===== src/rtl/rc2014_bus_master.sv =====
// rc2014_bus_master: bus initiator for the RC2014 backplane.
// Requests the bus from the Z80 via BUSRQ/BUSAK, then runs Z80-style memory
// and IO read/write cycles (T1, T2, TW..., T3) for an internal command port.
// Keeps the bus between commands and hands it back after an idle period.
module rc2014_bus_master #(
  parameter int WAIT_STATES  = 0,
  parameter int WAIT_TIMEOUT = 255,
  parameter int RELEASE_IDLE = 15
) (
  input  logic        CLK,
  input  logic        RST,
  input  logic        cmd_valid,
  output logic        cmd_ready,
  input  logic        cmd_write,
  input  logic        cmd_io,
  input  logic [15:0] cmd_addr,
  input  logic [7:0]  cmd_wdata,
  output logic        rsp_valid,
  output logic [7:0]  rsp_rdata,
  output logic        rsp_timeout,
  output logic [15:0] A,
  output logic [7:0]  D_OUT,
  input  logic [7:0]  D_IN,
  output logic        DATA_DIR,
  output logic        ADDR_DIR,
  output logic        MRQ,
  output logic        IORQ,
  output logic        RD,
  output logic        WR,
  output logic        M1,
  output logic        BUSRQ,
  input  logic        BUSAK,
  input  logic        WAIT
);

  localparam logic [8:0]  FIXED_WAITS = 9'(WAIT_STATES);
  localparam logic [8:0]  TIMEOUT_LIM = 9'(WAIT_TIMEOUT);
  localparam logic [16:0] RELEASE_LIM = 17'(RELEASE_IDLE);

  typedef enum logic [2:0] {
    S_IDLE,
    S_REQ,
    S_T1,
    S_T2,
    S_TW,
    S_T3,
    S_OWN
  } state_t;

  state_t      state, next_state;
  logic        busak_s1, busak_s2, wait_s1, wait_s2;
  logic        lat_write, lat_io;
  logic [15:0] lat_addr;
  logic [7:0]  lat_wdata;
  logic [7:0]  tw_cnt, tw_cnt_next;
  logic [15:0] idle_cnt, idle_cnt_next;
  logic        abort, abort_next;
  logic        accept;
  logic        cur_write, cur_io;
  logic [15:0] cur_addr;
  logic [7:0]  cur_wdata;
  logic [8:0]  waits_due, tw_done;
  logic        strobe_on, data_phase, bus_drive;

  // A command arriving with the accepting edge is used directly for the T1
  // that follows it; later phases use the latched copy.
  assign accept    = cmd_valid && cmd_ready;
  assign cur_write = accept ? cmd_write : lat_write;
  assign cur_io    = accept ? cmd_io    : lat_io;
  assign cur_addr  = accept ? cmd_addr  : lat_addr;
  assign cur_wdata = accept ? cmd_wdata : lat_wdata;
  assign waits_due = FIXED_WAITS + {8'd0, lat_io};
  assign tw_done   = {1'b0, tw_cnt} + 9'd1;
  assign M1        = 1'b1;

  assign strobe_on  = (next_state == S_T2) || (next_state == S_TW) || (next_state == S_T3);
  assign data_phase = strobe_on || (next_state == S_T1);
  assign bus_drive  = data_phase || (next_state == S_OWN);

  // Two-flop synchronisers for the asynchronous BUSAK and WAIT inputs.
  always_ff @(posedge CLK or negedge RST) begin
    if (!RST) begin
      busak_s1 <= 1'b1;
      busak_s2 <= 1'b1;
      wait_s1  <= 1'b1;
      wait_s2  <= 1'b1;
    end else begin
      busak_s1 <= BUSAK;
      busak_s2 <= busak_s1;
      wait_s1  <= WAIT;
      wait_s2  <= wait_s1;
    end
  end

  // Capture the command on acceptance so it survives the whole bus cycle.
  always_ff @(posedge CLK or negedge RST) begin
    if (!RST) begin
      lat_write <= 1'b0;
      lat_io    <= 1'b0;
      lat_addr  <= 16'h0000;
      lat_wdata <= 8'h00;
    end else if (accept) begin
      lat_write <= cmd_write;
      lat_io    <= cmd_io;
      lat_addr  <= cmd_addr;
      lat_wdata <= cmd_wdata;
    end
  end

  // State register plus the wait-state, idle and abort bookkeeping.
  always_ff @(posedge CLK or negedge RST) begin
    if (!RST) begin
      state    <= S_IDLE;
      tw_cnt   <= 8'd0;
      idle_cnt <= 16'd0;
      abort    <= 1'b0;
    end else begin
      state    <= next_state;
      tw_cnt   <= tw_cnt_next;
      idle_cnt <= idle_cnt_next;
      abort    <= abort_next;
    end
  end

  // Next-state logic: TW holds for the fixed waits, then while WAIT is low,
  // and is forced on to T3 with the abort flag once the timeout is reached.
  always_comb begin
    next_state    = state;
    tw_cnt_next   = tw_cnt;
    idle_cnt_next = idle_cnt;
    abort_next    = abort;
    case (state)
      S_IDLE: begin
        if (accept) begin
          next_state = S_REQ;
          abort_next = 1'b0;
        end
      end
      S_REQ: begin
        if (!busak_s2) next_state = S_T1;
      end
      S_T1: begin
        next_state  = S_T2;
        tw_cnt_next = 8'd0;
      end
      S_T2: begin
        if ((waits_due != 9'd0) || !wait_s2) next_state = S_TW;
        else                                 next_state = S_T3;
      end
      S_TW: begin
        tw_cnt_next = (tw_cnt == 8'hFF) ? tw_cnt : tw_cnt + 8'd1;
        if ((tw_done < waits_due) || !wait_s2) begin
          if (tw_done >= TIMEOUT_LIM) begin
            next_state = S_T3;
            abort_next = 1'b1;
          end
        end else begin
          next_state = S_T3;
        end
      end
      S_T3: begin
        next_state    = S_OWN;
        idle_cnt_next = 16'd0;
      end
      S_OWN: begin
        if (accept) begin
          next_state    = S_T1;
          idle_cnt_next = 16'd0;
          abort_next    = 1'b0;
        end else if (({1'b0, idle_cnt} + 17'd1) >= RELEASE_LIM) begin
          next_state = S_IDLE;
        end else begin
          idle_cnt_next = (idle_cnt == 16'hFFFF) ? idle_cnt : idle_cnt + 16'd1;
        end
      end
      default: next_state = S_IDLE;
    endcase
  end

  // Registered bus and response outputs, decoded from the state being entered.
  always_ff @(posedge CLK or negedge RST) begin
    if (!RST) begin
      cmd_ready   <= 1'b1;
      BUSRQ       <= 1'b1;
      ADDR_DIR    <= 1'b0;
      DATA_DIR    <= 1'b0;
      MRQ         <= 1'b1;
      IORQ        <= 1'b1;
      RD          <= 1'b1;
      WR          <= 1'b1;
      A           <= 16'h0000;
      D_OUT       <= 8'h00;
      rsp_valid   <= 1'b0;
      rsp_timeout <= 1'b0;
      rsp_rdata   <= 8'hFF;
    end else begin
      cmd_ready   <= (next_state == S_IDLE) || (next_state == S_OWN);
      BUSRQ       <= (next_state == S_IDLE);
      ADDR_DIR    <= bus_drive;
      DATA_DIR    <= data_phase && cur_write;
      MRQ         <= !(strobe_on && !cur_io);
      IORQ        <= !(strobe_on && cur_io);
      RD          <= !(strobe_on && !cur_write);
      WR          <= !(strobe_on && cur_write);
      rsp_valid   <= (state == S_T3);
      rsp_timeout <= (state == S_T3) && abort;
      if (next_state == S_T1) begin
        A     <= cur_addr;
        D_OUT <= cur_wdata;
      end
      if (state == S_T3) begin
        rsp_rdata <= (!lat_write && !abort) ? D_IN : 8'hFF;
      end
    end
  end

endmodule

===== config.mk =====
export PLATFORM = sky130hd
export DESIGN_NAME = rc2014_bus_master
export DESIGN_NICKNAME = d
export VERILOG_FILES = /design/src/rtl/rc2014_bus_master.sv
export SDC_FILE = /design/constraint.sdc
export NUM_CORES = 1
export LEC_CHECK = 0
export CAP_MARGIN = 20
export CORE_ASPECT_RATIO = 1.2
export CORE_UTILIZATION = 30
export DETAILED_ROUTE_END_ITERATION = 8
export MAX_ROUTING_LAYER = met4
export PLACE_DENSITY_LB_ADDON = 0.12
export SLEW_MARGIN = 20
export SYNTH_ARGS = -nofsm -noshare
export SYNTH_HDL_FRONTEND = slang
export SYNTH_SLANG_ARGS = --single-unit

===== constraint.sdc =====
create_clock -name CLK -period 9.5 [get_ports CLK]
set_clock_uncertainty 0.1 [all_clocks]
set_input_delay 2.375 -clock CLK [delete_from_list [all_inputs] [get_ports CLK]]
set_output_delay 2.375 -clock CLK [all_outputs]
set_load 0.01 [all_outputs]

Word level (Yosys, flattened, before mapping):

Index checks and enable logic that the tools add are counted.
Widths: inputs -> output; s select.

* register bits: 100

* add/subtract/negate cells: 4
* order comparisons: 3
* eq/ne operators: 19
* mux-type cells: 23
* reductions and logical operators: 33

Operators with widths (number)
* $mux 16: 4
* $pmux 16 s2: 1
* $mux 8: 3
* $pmux 3 s7: 1
* $eq 3x3->1 const B: 6
* $mux 3: 6
* $add 16x1->17 const B: 1
* $ge 17x4->1 const B: 1
* $add 16x1->16 const B: 1
* $eq 16x16->1 const B: 1
* $pmux 8 s2: 1
* $eq 3x2->1 const B: 4
* $add 8x1->9 const B: 1
* $ge 9x8->1 const B: 1
* $logic_not 1->1: 9
* $lt 9x1->1: 1
* $add 8x1->8 const B: 1
* $eq 8x8->1 const B: 1
* $logic_and 1x1->1: 8
* $logic_or 1x1->1: 7
* $logic_not 3->1: 2
* $mux 1: 6
* $ne 2x2->1 const B: 3
* $ne 3x3->1 const B: 2
* other kinds (8): 10

Depth between registers and ports, before layout:

* depth in word-level cells: 10
* mapped depth: 12
* mapped depth without buffers: 9

Least setup slack after synthesis:

No wires, ideal clock.

* path kind: input -> register
* start point: input port cmd_valid
* end point: register A[0]
* library setup time: 0.125 ns
* arrival: 3.918 ns
* required time: 9.275 ns
* path slack: 5.357 ns
* stages: 8
* path through: nand2_1 -> nor2_1 -> a211oi_1 -> a311oi_1 -> or4b_1 -> buf_6 -> buf_12 -> mux2_4

* longest elaborated chain between the ends: 4
* elaborated cells on any way between the ends: 6
* those cells by class: 1 x eq/ne; 4 x mux; 1 x reduce/logical

Ends and longest elaborated chain
* start: declaration: RTL line 12 `input logic cmd_valid,`
* $logic_and 1x1->1 *: RTL line 67 `assign accept = cmd_valid && cmd_ready;`
* $mux 3, on equally long branches: RTL line 166, 134
* $pmux 3 s7: RTL line 132 `case (state)`
* $eq 3x2->1: RTL line 207 `if (next_state == S_T1) begin`
* end signal: assignment: RTL line 208 `A <= cur_addr;`
* end: declaration: RTL line 21 `output logic [15:0] A,`

Every way passes the cells marked *; elsewhere a longest branch is shown, timed or not.
A chain may end at the register's enable or synchronous reset.

Worst setup path after layout:

* start point: input port cmd_valid
* end point: register A[10]

Same word-level chain as after synthesis.

==> impl_metrics.tcl <==
set metrics [dict create \
    hold_viol_final 0 \
    grt_pass1_wl_um 16040 \
    antenna_left 0 \
    maxCapViolCount 0 \
    slew_violations 0 \
    tritoncts "built" \
    leakagePower_nw 2.509 \
    n_fill_cell 1411 \
    grt_usage 0.1394 \
    startpoint "cmd_valid" \
    vias_per_cell 4.644 \
    syn2layout_area_growth_pct 28.38 \
    postSynthCellCount 371 \
    synth-simple-area-share 0.1340 \
    num_vias 3023 \
    firstDrtPassIters 4 \
    muxShareOfSynthArea 0.1492 \
    total_power_mw 1.784 \
    drive_gt1_frac 0.2062 \
    cp_top_family "buffers and inverters" \
    cts_htree_levels 3 \
    die_w_um 113.3 \
    path_clk_slew_ns 0.07 \
    die_area_mm2 0.01537 \
    synth_compound_area_frac 0.09534 \
    gp_congestion 0.7743 \
    synthXorXnorAreaFrac 0.005889 \
    rows 48 \
    synthArstFlopShare 1.000 \
    post_cts_resized 0 \
    rr_endpoint "D_OUT[4]" \
    postCtsSetupRepairBufs 0 \
    endpoint "A[10]" \
    cts_made_buffers 9 \
    cp-start-kind "input port" \
    criticalPathCategory "in -> reg" \
    dp_hpwl_um 6560 \
    cp_max_fo 31 \
    rsz0062_at_grt "no" \
    wl_um 9619 \
    synthAdderAreaFrac 0.01122 \
    finalCriticalPeriod_ns 4.746 \
    hold_buffers 0 \
    wl_per_cell_um 14.78 \
    max_stage_delay_ns 0.55 \
    pin_count 82 \
    synth_nets 414 \
    final_cell_mix "dfrtp_1, clkdlybuf4s50_1, mux2_2, nand2_1, o21ai_0" \
    setup_viol 0 \
    grt_overflow 0 \
    insertion_delay_ns 0.35 \
    r2r-start "idle_cnt[0]" \
    tns_ns 0 \
    ir_drop_mv 0.1253 \
    drt-initial-drc-count 96 \
    antenna_found_initial 0 \
    synthesis.area_mm2 0.004462 \
    yosysWarnings 0 \
    synth_top_family_by_area "multiplexers" \
    fp.dieH_um 135.6 \
    grt_pass1_vias 3129 \
    num_antenna_cells 0 \
    syn_area_per_cell_um2 12.03 \
    cp.depth 9 \
    cp_num_buf_inv 3 \
    cts_buffer_depth 2 \
    clock_tree.root_cell "clkbuf_16" \
    io_buffers 80 \
    synth-seq-cells 100 \
    drc 0 \
    final_area_mm2 0.005728 \
    r2r_slack_ns 5.30 \
    postPlaceCellArea_mm2 0.005418 \
    worst_path_most_repeated_cell "buf_4" \
    synth_edf_count 0 \
    arrival_ns 4.88 \
    power_density_mw_per_mm2 311.5 \
    synth_seq_area_share 0.5659 \
    slowest_stage "or4b_1" \
    max_freq_ghz 0.2107 \
    relSlewSlack 0.5200 \
    start_util 0.3083 \
    final_net_count 489 \
    fin_cells 651 \
    status "complete, no violations" \
    clock-sinks 100 \
    critPathCaptureType "register" \
    ys_types 50 \
    dp.cells 635 \
    final_common_cell "dfrtp_1" \
    path_cells "clkdlybuf4s50_1, nand2_1, buf_4, nor2_1, a211oi_1, a311oi_1, or4b_1, buf_4, mux2_4" \
    crit_required_ns 9.63 \
    worstMarginPinSlew_ns 0.7199 \
    grt_max_degree 57 \
    hold_path.class "reg -> reg" \
    period_share 0.4996 \
    core_area_mm2 0.01447 \
    synth_ff_type "dfrtp_1" \
    rr_worst_depth 10 \
]
[per-layer routing]
| layer | wire length [um] | up-vias | track usage | share of wire |
|---|---|---|---|---|
| li1 | - | 1459 | - | - |
| met5 | 0 | - | - | 0 |
| met4 | 164 | 0 | 0.05702 | 0.017 |
| met1 | 4370 | 1487 | 0.1699 | 0.45 |
| met2 | 4700 | 66 | 0.2209 | 0.49 |
| met3 | 384 | 11 | 0.03490 | 0.040 |
[power breakdown]
| group | switching [mW] | internal (mW) | total (mW) | leakage, nW |
|---|---|---|---|---|
| logic | 0.300 | 0.397 | 0.697 | 1.14 |
| registers | 0.0963 | 0.608 | 0.705 | 1.22 |
| clock network | 0.168 | 0.215 | 0.383 | 0.156 |
[layout make-up]
cell class	count	area, um2	area share
Sequential cell	100	2525	0.4408
Clock inverter	6	71.32	0.01245
Tap cell	200	250.2	0.04369
Inverter	14	52.55	0.009174
Timing Repair Buffer	83	820.8	0.1433
Clock buffer	10	239.0	0.04172
Multi-Input combinational cell	238	1769	0.3089
[worst register-to-register path, delay by kind of cell (launching register included)]
kind	cells	cell delay [ns]
AOI/OAI and AO/OA	1	0.14
adders and majority gates	1	0.26
buffers and inverters	1	0.41
DFF	1	0.48
muxes	2	0.78
and+or+nand+nor	5	1.90
[worst min path at each step]
stage                  start  endpoint  slack [ns]  cells past startpoint
floorplan           busak_s1  busak_s2        0.25                      0
global placement     wait_s1   wait_s2        0.25                      0
detailed placement   wait_s1   wait_s2        0.25                      0
CTS                  wait_s1   wait_s2        0.26                      0
global route        busak_s1  busak_s2        0.26                      0
finish               wait_s1   wait_s2        0.25                      0
[registers in the layout, summed over array words and instances, names as in the netlist, 3 cells and up]
signal,cells
D_OUT,8
lat_wdata,8
A,16
lat_addr,16
rsp_rdata,8
tw_cnt,8
idle_cnt,16
state,3
[stage by stage]
step           hold slack [ns]  worst slack (ns)    util
3_3_place_gp            0.2459             4.395  0.3743
5_1_grt                 0.2623             4.511  0.3957
2_1_floorplan           0.2452             5.357       -
3_5_place_dp            0.2472             4.365  0.3743
4_1_cts                 0.2567             4.736  0.3957
6_report                0.2535             4.754  0.3957
[logic make-up after synthesis]
family | count (synthesis)
AND/OR/NAND/NOR | 111
AO/OA/AOI/OAI | 66
other | 1
XOR/XNOR | 3
buffers and inverters | 33
adder cells (fa/ha/maj) | 4
multiplexers | 53
flip-flops | 100
[cells in the mapped netlist (all sizes together) (2+ instances only)]
cell	instances	area, um2
a21o	2	15.01
a21oi	7	35.03
a31oi	6	37.54
a32o	2	20.02
and3	5	31.28
buf	7	70.07
clkbuf	12	45.04
dfrtp	82	2052
dfstp	18	473.0
ha	4	50.05
inv	14	52.55
mux2	51	645.6
mux2i	2	20.02
nand2	27	101.4
nand2b	10	62.56
nand3	11	55.05
nand4	4	40.04
nor2	19	71.32
nor2b	17	106.4
nor3	4	20.02
nor4	5	31.28
o211ai	3	22.52
o21a	2	15.01
o21ai	25	125.1
o22ai	2	12.51
o31a	2	17.52
o31ai	4	30.03
o41ai	3	26.28
or2	2	12.51
or4b	3	33.78
xor2	3	26.28
No activity file was read; power rests on OpenSTA's default activity.
